==> src/rtl/lc3_panel_pkg.sv <==
// Shared constants for the LC-3 front-panel block: the seven-segment code table
// (active-low, bit order g..a) and its decoder.
package lc3_panel_pkg;

  localparam logic [6:0] SEG_BLANK = 7'h7F;

  // Entry n is the segment pattern for hex digit n; entry 15 is listed first.
  localparam logic [15:0][6:0] SEG_TABLE = {
    7'h0E, 7'h06, 7'h21, 7'h46, 7'h03, 7'h08, 7'h10, 7'h00,
    7'h78, 7'h02, 7'h12, 7'h19, 7'h30, 7'h24, 7'h79, 7'h40
  };

  function automatic logic [6:0] seg_decode(input logic [3:0] nibble);
    return SEG_TABLE[nibble];
  endfunction

endpackage

==> src/rtl/lc3_key_debounce.sv <==
// One pushbutton: 2-flop synchroniser, stability counter, press pulse and,
// with LC3_PANEL_REPEAT_EN defined, hold-to-repeat pulses.
module lc3_key_debounce #(
  parameter int DEBOUNCE_CYCLES = 50000,
  parameter int REPEAT_CYCLES   = 25000000
) (
  input  logic clk,
  input  logic reset_n,
  input  logic key_n,
  output logic key_level,
  output logic key_pulse
);

  localparam int                CNT_W    = $clog2(DEBOUNCE_CYCLES);
  localparam logic [CNT_W-1:0] CNT_LAST = CNT_W'(DEBOUNCE_CYCLES - 1);

  logic [1:0]       sync_q, sync_d;
  logic [CNT_W-1:0] cnt_q, cnt_d;
  logic             accept_q, accept_d;
  logic             level_q, level_d;
  logic             level_dly_q, level_dly_d;
  logic             pulse_q, pulse_d;
  logic             disagree;
  logic             rep_fire;

  // NOTE: every variable gets a default at the top of the block so no path
  // leaves it unassigned, which would otherwise infer a latch.
  always_comb begin
    sync_d      = {sync_q[0], key_n};
    disagree    = (sync_q[1] != level_q);
    cnt_d       = '0;
    accept_d    = 1'b0;
    // Accepting takes effect one cycle after the last stable sample is counted.
    if (!accept_q && disagree) begin
      if (cnt_q == CNT_LAST) accept_d = 1'b1;
      else                   cnt_d    = cnt_q + 1'b1;
    end
    level_d     = accept_q ? ~level_q : level_q;
    level_dly_d = level_q;
    pulse_d     = (level_dly_q & ~level_q) | rep_fire;
  end

`ifdef LC3_PANEL_REPEAT_EN
  localparam int                REP_W    = $clog2(REPEAT_CYCLES);
  localparam logic [REP_W-1:0] REP_LAST = REP_W'(REPEAT_CYCLES - 1);

  logic [REP_W-1:0] rep_cnt_q, rep_cnt_d;

  // Counting starts the cycle after the press pulse, so repeats land exactly
  // REPEAT_CYCLES apart from it.
  always_comb begin
    rep_cnt_d = '0;
    rep_fire  = 1'b0;
    if (!level_q && !level_dly_q) begin
      if (rep_cnt_q == REP_LAST) rep_fire  = 1'b1;
      else                       rep_cnt_d = rep_cnt_q + 1'b1;
    end
  end

  always_ff @(posedge clk or negedge reset_n) begin
    if (!reset_n) rep_cnt_q <= '0;
    else          rep_cnt_q <= rep_cnt_d;
  end
`else
  assign rep_fire = 1'b0;
`endif

  // NOTE: state is updated with non-blocking assignments so every flop samples
  // the pre-edge values of the others, independent of statement order.
  always_ff @(posedge clk or negedge reset_n) begin
    if (!reset_n) begin
      sync_q      <= 2'b11;
      cnt_q       <= '0;
      accept_q    <= 1'b0;
      level_q     <= 1'b1;
      level_dly_q <= 1'b1;
      pulse_q     <= 1'b0;
    end else begin
      sync_q      <= sync_d;
      cnt_q       <= cnt_d;
      accept_q    <= accept_d;
      level_q     <= level_d;
      level_dly_q <= level_dly_d;
      pulse_q     <= pulse_d;
    end
  end

  assign key_level = level_q;
  assign key_pulse = pulse_q;

endmodule

==> src/rtl/lc3_panel_io.sv <==
// LC-3 board front panel: debounced keys with press pulses and a registered
// seven-segment bank. Optional auto-repeat is enabled by LC3_PANEL_REPEAT_EN.
module lc3_panel_io
  import lc3_panel_pkg::*;
#(
  parameter int NUM_KEYS        = 2,
  parameter int DEBOUNCE_CYCLES = 50000,
  parameter int NUM_DIGITS      = 6,
  parameter int REPEAT_CYCLES   = 25000000
) (
  input  logic                    clk,
  input  logic                    reset_n,
  input  logic [NUM_KEYS-1:0]     key_n,
  output logic [NUM_KEYS-1:0]     key_level,
  output logic [NUM_KEYS-1:0]     key_pulse,
  input  logic [4*NUM_DIGITS-1:0] disp_value,
  input  logic                    disp_load,
  input  logic [NUM_DIGITS-1:0]   disp_blank,
  output logic [7*NUM_DIGITS-1:0] hex
);

  for (genvar k = 0; k < NUM_KEYS; k++) begin : g_key
    lc3_key_debounce #(
      .DEBOUNCE_CYCLES (DEBOUNCE_CYCLES),
      .REPEAT_CYCLES   (REPEAT_CYCLES)
    ) u_key (
      .clk       (clk),
      .reset_n   (reset_n),
      .key_n     (key_n[k]),
      .key_level (key_level[k]),
      .key_pulse (key_pulse[k])
    );
  end

  logic [4*NUM_DIGITS-1:0] shadow_q, shadow_d;
  logic [7*NUM_DIGITS-1:0] hex_q, hex_d;

  // Blanking is read live every cycle; only the digit values need a load.
  always_comb begin
    shadow_d = disp_load ? disp_value : shadow_q;
    hex_d    = {NUM_DIGITS{SEG_BLANK}};
    for (int i = 0; i < NUM_DIGITS; i++) begin
      if (!disp_blank[i]) hex_d[7*i +: 7] = seg_decode(shadow_q[4*i +: 4]);
    end
  end

  // NOTE: the shadow register is reset (not left uninitialised) so the panel
  // shows a defined value of all zeros as soon as reset releases.
  always_ff @(posedge clk or negedge reset_n) begin
    if (!reset_n) begin
      shadow_q <= '0;
      hex_q    <= {NUM_DIGITS{SEG_BLANK}};
    end else begin
      shadow_q <= shadow_d;
      hex_q    <= hex_d;
    end
  end

  assign hex = hex_q;

endmodule
==> config.mk <==
export PLATFORM = sky130hd
export DESIGN_NAME = lc3_panel_io
export DESIGN_NICKNAME = d
export VERILOG_FILES = /design/src/rtl/lc3_panel_pkg.sv /design/src/rtl/lc3_key_debounce.sv /design/src/rtl/lc3_panel_io.sv
export SDC_FILE = /design/constraint.sdc
export NUM_CORES = 1
export LEC_CHECK = 0
export BUFFER_PORTS_ARGS = -buffer_cell sky130_fd_sc_hd__buf_2
export CAP_MARGIN = 30
export CORE_MARGIN = 5
export CORE_UTILIZATION = 62
export DETAILED_ROUTE_END_ITERATION = 7
export PLACE_DENSITY = 0.95
export REMOVE_ABC_BUFFERS = 1
export SYNTH_ARGS = -nofsm -noshare
export SYNTH_HDL_FRONTEND = slang
export SYNTH_SLANG_ARGS = --single-unit
==> constraint.sdc <==
create_clock -name clk -period 6.42 [get_ports clk]
set_clock_uncertainty 0.15 [all_clocks]
set_input_delay 1.284 -clock clk [delete_from_list [all_inputs] [get_ports clk]]
set_output_delay 1.284 -clock clk [all_outputs]
set_load 0.05 [all_outputs]
; After elaboration in Yosys (flattened, before gate mapping)
; Memories as Yosys holds them, arrays and structs flattened.
; Cells that the tools add are included.
[op_classes]
n_eq_ne = 4
add_sub_neg = 2
shift = 0
bitwise_logic = 4
n_reduce_logical = 4
muxes = 20
mul = 0
order_cmp = 6
div = 0
[op_table]
columns = operator, n
row1 = two-way mux 7 bit, 12
row2 = two-way mux 16 bit, 4
row3 = "adder 16 x 1 -> 16 bit, second input constant", 2
row4 = "== test 16 bit, second input constant", 2
row5 = "less-than comparator 4 x 5 -> 1 bit, second input constant", 6
row6 = two-way mux 1 bit, 4
row7 = bitwise AND 1 bit, 2
row8 = logical AND 1 bit, 2
row9 = logical NOT 1 bit, 2
row10 = inequality test 1 bit, 2
row11 = inverter 1 bit, 2
[word_totals]
latchBits = 0
reg_bits = 110
romBits = 672
n_memories = 6
input_bits = 35
ram_bits = 0
word_cells = 60
[memory_table]
columns = name, depth, width, read_ports, rd_clocked_by_memory_dff, write_ports, line_no
row1 = (no name shown), 16, 7, 1, 0, 0, lc3_panel_pkg.sv:14  ; return SEG_TABLE[nibble];
row2 = (no name shown), 16, 7, 1, 0, 0, lc3_panel_pkg.sv:14
row3 = (no name shown), 16, 7, 1, 0, 0, lc3_panel_pkg.sv:14
row4 = (no name shown), 16, 7, 1, 0, 0, lc3_panel_pkg.sv:14
row5 = (no name shown), 16, 7, 1, 0, 0, lc3_panel_pkg.sv:14
row6 = (no name shown), 16, 7, 1, 0, 0, lc3_panel_pkg.sv:14

; Depth between registers and ports, before layout
; Gate-level depths: netlist (run 1).
[logic_depth]
ltp_word = 3
ltp_mapped = 6
mapped_depth_nobuf = 6

; Cells and area by module
; Synthesis (run 1) repeated with hierarchy kept, for this count alone.
[hier_totals]
hier_cells = 501
hier_area_um2 = 5778.0
[by_module_without_submodules]
columns = module, n_inst, area_per_inst_um2, seq_area_each_um2, cells_per_inst
row1 = lc3_panel_io, 1, 3666.0, 1704.1, 321
row2 = lc3_key_debounce, 2, 1056.0, 555.5, 90

; Worst setup path after synthesis (run 1)
; No wires, ideal clock.
[synth_timing]
path_kind = input to register
start = input disp_load
end = register shadow_q[4]
t_required_ns = 6.138
t_arrival_ns = 1.960
path_stages = 3
path_buffers = 2
setup_slack_ns = 4.178
path_cell_list = clkbuf_1 -> clkbuf_1 -> o21ai_0
[synth_lines]
columns = element, line_no
row1 = start: declaration, lc3_panel_io.sv:17  ; input logic disp_load,
row2 = end signal: assignment, lc3_panel_io.sv:54  ; shadow_q <= shadow_d;
row3 = end: declaration, lc3_panel_io.sv:35  ; logic [4*NUM_DIGITS-1:0] shadow_q, shadow_d;
; No word-level cell between the ends.

; Worst setup path after layout (run 1)
[layout_timing]
start = register g_key[0].u_key.level_q
end = output key_level[0]
[layout_lines]
columns = element, line_no
row1 = start: declaration, lc3_key_debounce.sv:20  ; logic level_q, level_d;
row2 = start signal: assignment, lc3_key_debounce.sv:82  ; level_q <= level_d;
row3 = end: declaration, lc3_panel_io.sv:14  ; output logic [NUM_KEYS-1:0] key_level,
; No word-level cell between the ends.

==> out/results.ini, run 1 <==
[final_layout]
drive_above_1_share_pct = 32.70
final_cell_mix = buf_2, dfrtp_1, nor2_1
regArea_sq_mm = 0.002815
fillers = 563
num_antenna_cells = 0
nets = 646
post-route-util_pct = 71.22
final_common_cell = buf_2
syn2layout_area_growth_pct = 11.85
multi_input_area_sq_mm = 0.002519

[die]
die_h_um = 104.6
ios = 81
fp-row-count = 34
coreArea_sq_mm = 0.008721
die_area_sq_mm = 0.01095
fp.dieW_um = 104.6
start_util_pct = 63.67

[flow_run]
maxCapViolCount = 0

[sta]
final-hold-violation-count = 0
whs_ns = 0.2122
slew_headroom_pct = 58.68
finalCritPeriodShare_pct = 41.55
fmax_mhz = 374.9
tightest_slew_ns = 0.6198
min_period_ns = 2.667
slew_violations = 0
finalSetupViolations = 0
rsz0062_at_grt = no
fin_tns_setup_ns = 0

[global_route]
grtUsageTotal_pct = 21.04
grt_pass1_vias = 4079
grt_max_degree = 54
grt-ovfl-total = 0
antenna_found_initial = 0
grt_pass1_wl_mm = 19.15

[placement]
io_buffers = 80
routabilityCongestion = 0.8837
dp_hpwl_mm = 7.867

[drt]
antenna_left = 0
viasPerCell = 5.762
wl_per_cell_um = 16.19
wirelength_mm = 11.10
firstDrtPassIters = 5
route.vias.total = 3953
drtIter0Drc = 242
remaining_drc_errors = 0

[synth]
synth_cells = 502
yosysTopAreaCellShare_pct = 27.04
synth-seq-area-share_pct = 50.70
synth_warnings = 0
synth_cell_types = 38
synthTopCellsByArea = dfrtp_1, dfstp_2, ha_1
avgSynthCellArea_sq_um = 11.06
yosys.area.top_type = dfrtp_1
syn_area_sq_mm = 0.005553
synth_seq_cells = 110

[clocking]
cts_tree = yes
cts_root_buffer = clkbuf_8
numCtsBuffers = 9
hold_buffers = 0
clock_latency_ns = 0.37
clk_pin_slew_ns = 0.10
cts_resized = 0
clock-sinks = 110
htreeDepth = 3
cts.path.max_buffers = 2
cts_setup_buffers = 0

[critical_path]
r2r-end = g_key[1].u_key.cnt_q[6]$_DFF_PN0_
reg2reg_from = g_key[1].u_key.cnt_q[5]$_DFF_PN0_
cp_slowest_cell = dfstp_2
end_kind = output port
max_stage_delay_ns = 0.59
crit_family = flip-flops
crit_buf_inv = 1
crit_type = reg -> out
worst_r2r_path_depth = 4
path_cells = buf_2
start_kind = flip-flop
crit_fanout = 5
rrSetupSlack_ns = 4.27
cp_data_arrival_time_ns = 1.23
cp.depth = 1
critPathRequiredTime_ns = 4.99

[power]
vdd_drop_max_v = 0.0001697
p_leak_nw = 2.856
power_density_mw_per_mm2 = 252.1

[min_path]
whs_path_depth = 0
min_path_type = reg -> reg
min-delay-start = g_key[0].u_key.sync_q[0]$_DFF_PN1_
hold_path_end = g_key[0].u_key.sync_q[1]$_DFF_PN1_

[run_status]
status = finished clean

[cells in the mapped netlist]
| cell | number |
|---|---|
| and3_1 | 1 |
| and4_2 | 1 |
| dfrtp_1 | 60 |
| nor3b_1 | 1 |
| xnor2_1 | 22 |
| dfstp_2 | 50 |
| nor2_1 | 59 |
| buf_4 | 4 |
| buf_1 | 3 |
| mux4_2 | 6 |
| nor2b_1 | 8 |
| mux2i_1 | 19 |
| ha_1 | 38 |
| clkbuf_1 | 14 |
| or4b_1 | 1 |
| nor3_1 | 16 |
| nand2b_4 | 1 |
| o21ai_0 | 26 |
| or4_4 | 1 |
| and4b_1 | 1 |
| nor4bb_1 | 1 |
| a211o_1 | 10 |
| mux2_2 | 17 |
| nand2_1 | 31 |
| xor2_1 | 10 |
| o21a_1 | 1 |
| a21oi_1 | 3 |
| buf_12 | 1 |
| nand2b_1 | 4 |
| inv_1 | 28 |
| or2_2 | 6 |
| nor4_1 | 9 |
| a221o_1 | 12 |
| nor2_2 | 10 |
| nand3_1 | 10 |
| or4_1 | 1 |
| nand4_1 | 10 |
| a31oi_1 | 6 |
[per-layer routing]
metal	routed length (um)	GRT usage [%]
met2	5446	34.57
met1	4802	27.43
met4	291	8.676
met5	0	0
met3	563	4.254
[power breakdown]
part	internal, mW	switching, mW	total, mW	leakage (nW)
clock network	0.184	0.234	0.418	0.0984
registers	0.763	0.0498	0.813	1.31
logic	0.112	0.223	0.335	1.45
[stage by stage]
step	area (sq um)	power (mW)	cells	setup WS (ns)
6_report	6211	1.566	686	3.753
2_1_floorplan	5439	1.061	480	4.283
3_5_place_dp	6012	1.159	670	3.943
3_3_place_gp	5984	1.139	669	3.762
5_1_grt	6211	1.642	686	3.688
4_1_cts	6211	1.578	686	3.723
[layout make-up]
type / instances / share of cell area [%]
inverter: 28 / 1.692
clock buffer: 10 / 2.055
clock inverter: 6 / 1.148
timing repair buffer: 82 / 7.051
sequential: 110 / 45.33
multi-input combinational: 342 / 40.55
tap: 108 / 2.176
[registers in the layout, summed over array words and instances (netlist names)]
| register | count |
|---|---|
| g_key.u_key.accept_q | 2 |
| g_key.u_key.cnt_q | 32 |
| g_key.u_key.key_level | 2 |
| g_key.u_key.key_pulse | 2 |
| g_key.u_key.level_dly_q | 2 |
| g_key.u_key.sync_q | 4 |
| hex | 42 |
| shadow_q | 24 |
[how the worst max path moves through the flow]
stage	startpoint	endpoint	slack, ns
5_1_grt	g_key[0].u_key.key_level$_DFFE_PN1P_	key_level[0]	3.69
3_5_place_dp	reset_n	hex[27]$_DFF_PN1_	3.94
6_report	g_key[0].u_key.key_level$_DFFE_PN1P_	key_level[0]	3.75
4_1_cts	g_key[0].u_key.key_level$_DFFE_PN1P_	key_level[0]	3.72
2_1_floorplan	g_key[0].u_key.key_level$_DFFE_PN1P_	key_level[0]	4.28
3_3_place_gp	reset_n	g_key[1].u_key.cnt_q[6]$_DFF_PN0_	3.76
[cell families after synthesis]
family / share of synthesized area, %
simple gates: 15.28
flops: 50.70
compound gates: 7.165
buf+inv: 3.943
mux: 9.306
fa+ha+maj: 8.562
xor+xnor: 5.047
Note: power is estimated with default switching activity, not from simulation.
==> inputs of run 2 (changes only) <==
--- a/config.mk
+++ b/config.mk
@@ -5,12 +5,13 @@
 export SDC_FILE = /design/constraint.sdc
 export NUM_CORES = 1
 export LEC_CHECK = 0
+export ABC_AREA = 1
 export BUFFER_PORTS_ARGS = -buffer_cell sky130_fd_sc_hd__buf_2
 export CAP_MARGIN = 30
 export CORE_MARGIN = 5
-export CORE_UTILIZATION = 62
+export CORE_UTILIZATION = 58
 export DETAILED_ROUTE_END_ITERATION = 7
-export PLACE_DENSITY = 0.95
+export PLACE_DENSITY = 0.91
 export REMOVE_ABC_BUFFERS = 1
 export SYNTH_ARGS = -nofsm -noshare
 export SYNTH_HDL_FRONTEND = slang
==> constraint.sdc (replaced) <==
create_clock -name clk -period 2.7 [get_ports clk]
set_clock_uncertainty 0.15 [all_clocks]
set_input_delay 0.54 -clock clk [delete_from_list [all_inputs] [get_ports clk]]
set_output_delay 0.54 -clock clk [all_outputs]
set_load 0.05 [all_outputs]
==> run 2 against run 1 <==
Compared with the run above: clock power rose by 140%; register-to-register slack got worse by 3.1 ns; area after synthesis rose by 2.4%; via count rose by 17%; synthesized cell count rose by 32%; final cell count rose by 28%; first-iteration DRC count fell by 9.9%; non-clock buffer count rose by 1; flip-flop and latch count did not move; largest power group unchanged; sequential share of layout area fell by 1.3 points; largest cell class unchanged.
==> out/results.ini, run 2 <==
[final_layout]
design_area_sq_mm = 0.006394
drive_above_1_share_pct = 21.83
fillers = 784
final_common_cell = nand2_1
final_cell_mix = nand2_1, nor2_1, inv_1
nets = 810
num_antenna_cells = 0
syn2layout_area_growth_pct = 12.43
largest_reg_flops = 42

[clocking]
numCtsBuffers = 9
cts_resized = 0
clock_latency_ns = 0.38
cts_root_buffer = clkbuf_8
clk_pin_slew_ns = 0.10
cts_setup_buffers = 0
cts_tree = yes
cts.path.max_buffers = 2
hold_buffers = 1
htreeDepth = 3
clock-sinks = 110

[die]
fp.dieW_um = 109.0
coreArea_sq_mm = 0.009684
ios = 81
die_h_um = 109.0
die_area_sq_mm = 0.01189
fp-row-count = 36
start_util_pct = 58.72

[sta]
slew_headroom_pct = 57.28
rsz0062_at_grt = no
fmax_mhz = 515.4
setup_slack_ns = 0.7599
fin_tns_setup_ns = 0
finalCritPeriodShare_pct = 71.86
whs_ns = 0.1051
final-hold-violation-count = 0
slew_violations = 0
min_period_ns = 1.940
tightest_slew_ns = 0.6408
finalSetupViolations = 0

[synth]
synth_top_family_by_area = simple AND/OR/NAND/NOR gates
synthFlopType = dfrtp_1
synth-seq-area-share_pct = 49.50
yosys.area.top_type = dfrtp_1
synth_warnings = 0
synth_seq_cells = 110
synth_fa_ha_area_share_pct = 8.361
avgSynthCellArea_sq_um = 8.577
syn_area_sq_mm = 0.005687
synthTopCellsByCount = nand2_1, nor2_1, inv_1
synth-compound-area-share_pct = 10.30
yosysMostFrequentCell = nand2_1
synthMuxAreaShare_pct = 0
synth_cells = 663
synth_cell_types = 29
synthTopCellsByArea = dfrtp_1, dfstp_2, nand2_1
synth_edf_count = 0
synth-xor-area-share_pct = 2.002
yosysTopAreaCellShare_pct = 26.40
synth_simple_gate_area_share_pct = 22.46
async_reset_ff_share_pct = 100.0

[power]
power_density_mw_per_mm2 = 567.4
vdd_drop_max_v = 0.0003472
p_leak_nw = 3.005
clockPowerShare_pct = 27.5
switching_power_mw = 1.173
pwr-share-seq_pct = 52.0
combPwrFrac_pct = 20.4
sw_frac_of_total_pct = 32.33
intPower_mw = 2.455

[drt]
firstDrtPassIters = 7
antenna_left = 0
remaining_drc_errors = 0
viasPerCell = 5.304
drtIter0Drc = 218
wl_per_cell_um = 13.89
wirelength_mm = 12.15
route.vias.total = 4641

[global_route]
grt_use_met3_pct = 5.151
antenna_found_initial = 0
use_met2_pct = 36.93
grtUsageTotal_pct = 22.03
met1_usage_pct = 27.83
grt_max_degree = 55
grt_pass1_vias = 4635
grt-ovfl-total = 0
grt_pass1_wl_mm = 20.88
grt-busiest-layer = met2

[critical_path]
end_kind = output port
crit_family = flip-flops
start_kind = flip-flop
crit_type = reg -> out
reg2reg_from = shadow_q[13]$_DFFE_PN0P_
critPathRequiredTime_ns = 2.01
crit_fanout = 6
cp_slowest_cell = dfstp_2
max_stage_delay_ns = 0.60
path_cells = buf_2
crit_buf_inv = 1
setup.worst_path.start = g_key[1].u_key.key_level$_DFFE_PN1P_
cp_data_arrival_time_ns = 1.25

[placement]
post-place-ws_ns = 1.105
routabilityCongestion = 0.9029
dp_hpwl_mm = 9.159
io_buffers = 80
place_area_sq_mm = 0.006183

[run_status]
status = finished clean

[flow_run]
maxCapViolCount = 0

[min_path]
min_path_type = in -> reg
min-delay-start = key_n[0]

run 2: cell count changes after synthesis, sizes merged, moves of 19 or more:
cell / previous run / this run
o211ai: 0 / 20
inv: 28 / 83
nand3: 10 / 59
nand2: 31 / 136
o21ai: 26 / 57
mux2i: 19 / 0
xnor2: 22 / 3
run 2: worst paths after layout:
kind / endpoint / slack (ns) / cells after the start
worst max-delay path: key_level[1] / 0.76 / 1
worst min-delay path: g_key[0].u_key.sync_q[0]$_DFF_PN1_ / 0.11 / 1
worst max register to register: hex[25]$_DFF_PN1_ / 1.12 / 6
worst min register to register: g_key[0].u_key.sync_q[1]$_DFF_PN1_ / 0.21 / 0
max in group asynchronous: hex[10]$_DFF_PN1_ / 1.19 / 3
min in group asynchronous: g_key[1].u_key.cnt_q[15]$_DFF_PN0_ / 0.45 / 2
run 2: final cells by class:
type	instances	area [sq um]	area share, %
Clock buffer	11	141.4	2.211
Clock inverter	5	58.81	0.9198
Inverter	85	319.1	4.990
Multi-Input combinational cell	448	2452	38.36
Sequential cell	110	2815	44.03
Tap cell	133	166.4	2.603
Timing Repair Buffer	83	440.4	6.888
run 2: layer usage:
metal	share of wire, %	vias up
li1	-	2273
met1	42	2199
met2	51	146
met3	5.3	23
met4	1.9	0
met5	0	-
run 2: power groups by stage:
stage	Sequential, mW	Clock (mW)	Combinational, mW
floorplan	2.17	0	0.262
finish	1.89	0.998	0.742
global placement	1.91	0	0.718
detailed placement	1.92	0	0.741
CTS	1.89	1.03	0.745
global route	1.91	1.10	0.814
run 2: kinds of logic (layout without fill, tap and decap cells):
group	Yosys count	in the layout
adders and majority gates	38	38
buffers and inverters	105	184
DFF	110	110
and+or+nand+nor	296	296
AOI/OAI and AO/OA	101	101
xor gates and xnor gates	13	13
run 2: metrics by stage:
step / power [mW] / std cells / util [%]
5_1_grt: 3.822 / 875 / 66.02
2_1_floorplan: 2.432 / 643 / -
4_1_cts: 3.661 / 875 / 66.02
3_5_place_dp: 2.657 / 858 / 63.85
6_report: 3.628 / 875 / 66.02
3_3_place_gp: 2.626 / 858 / 63.85
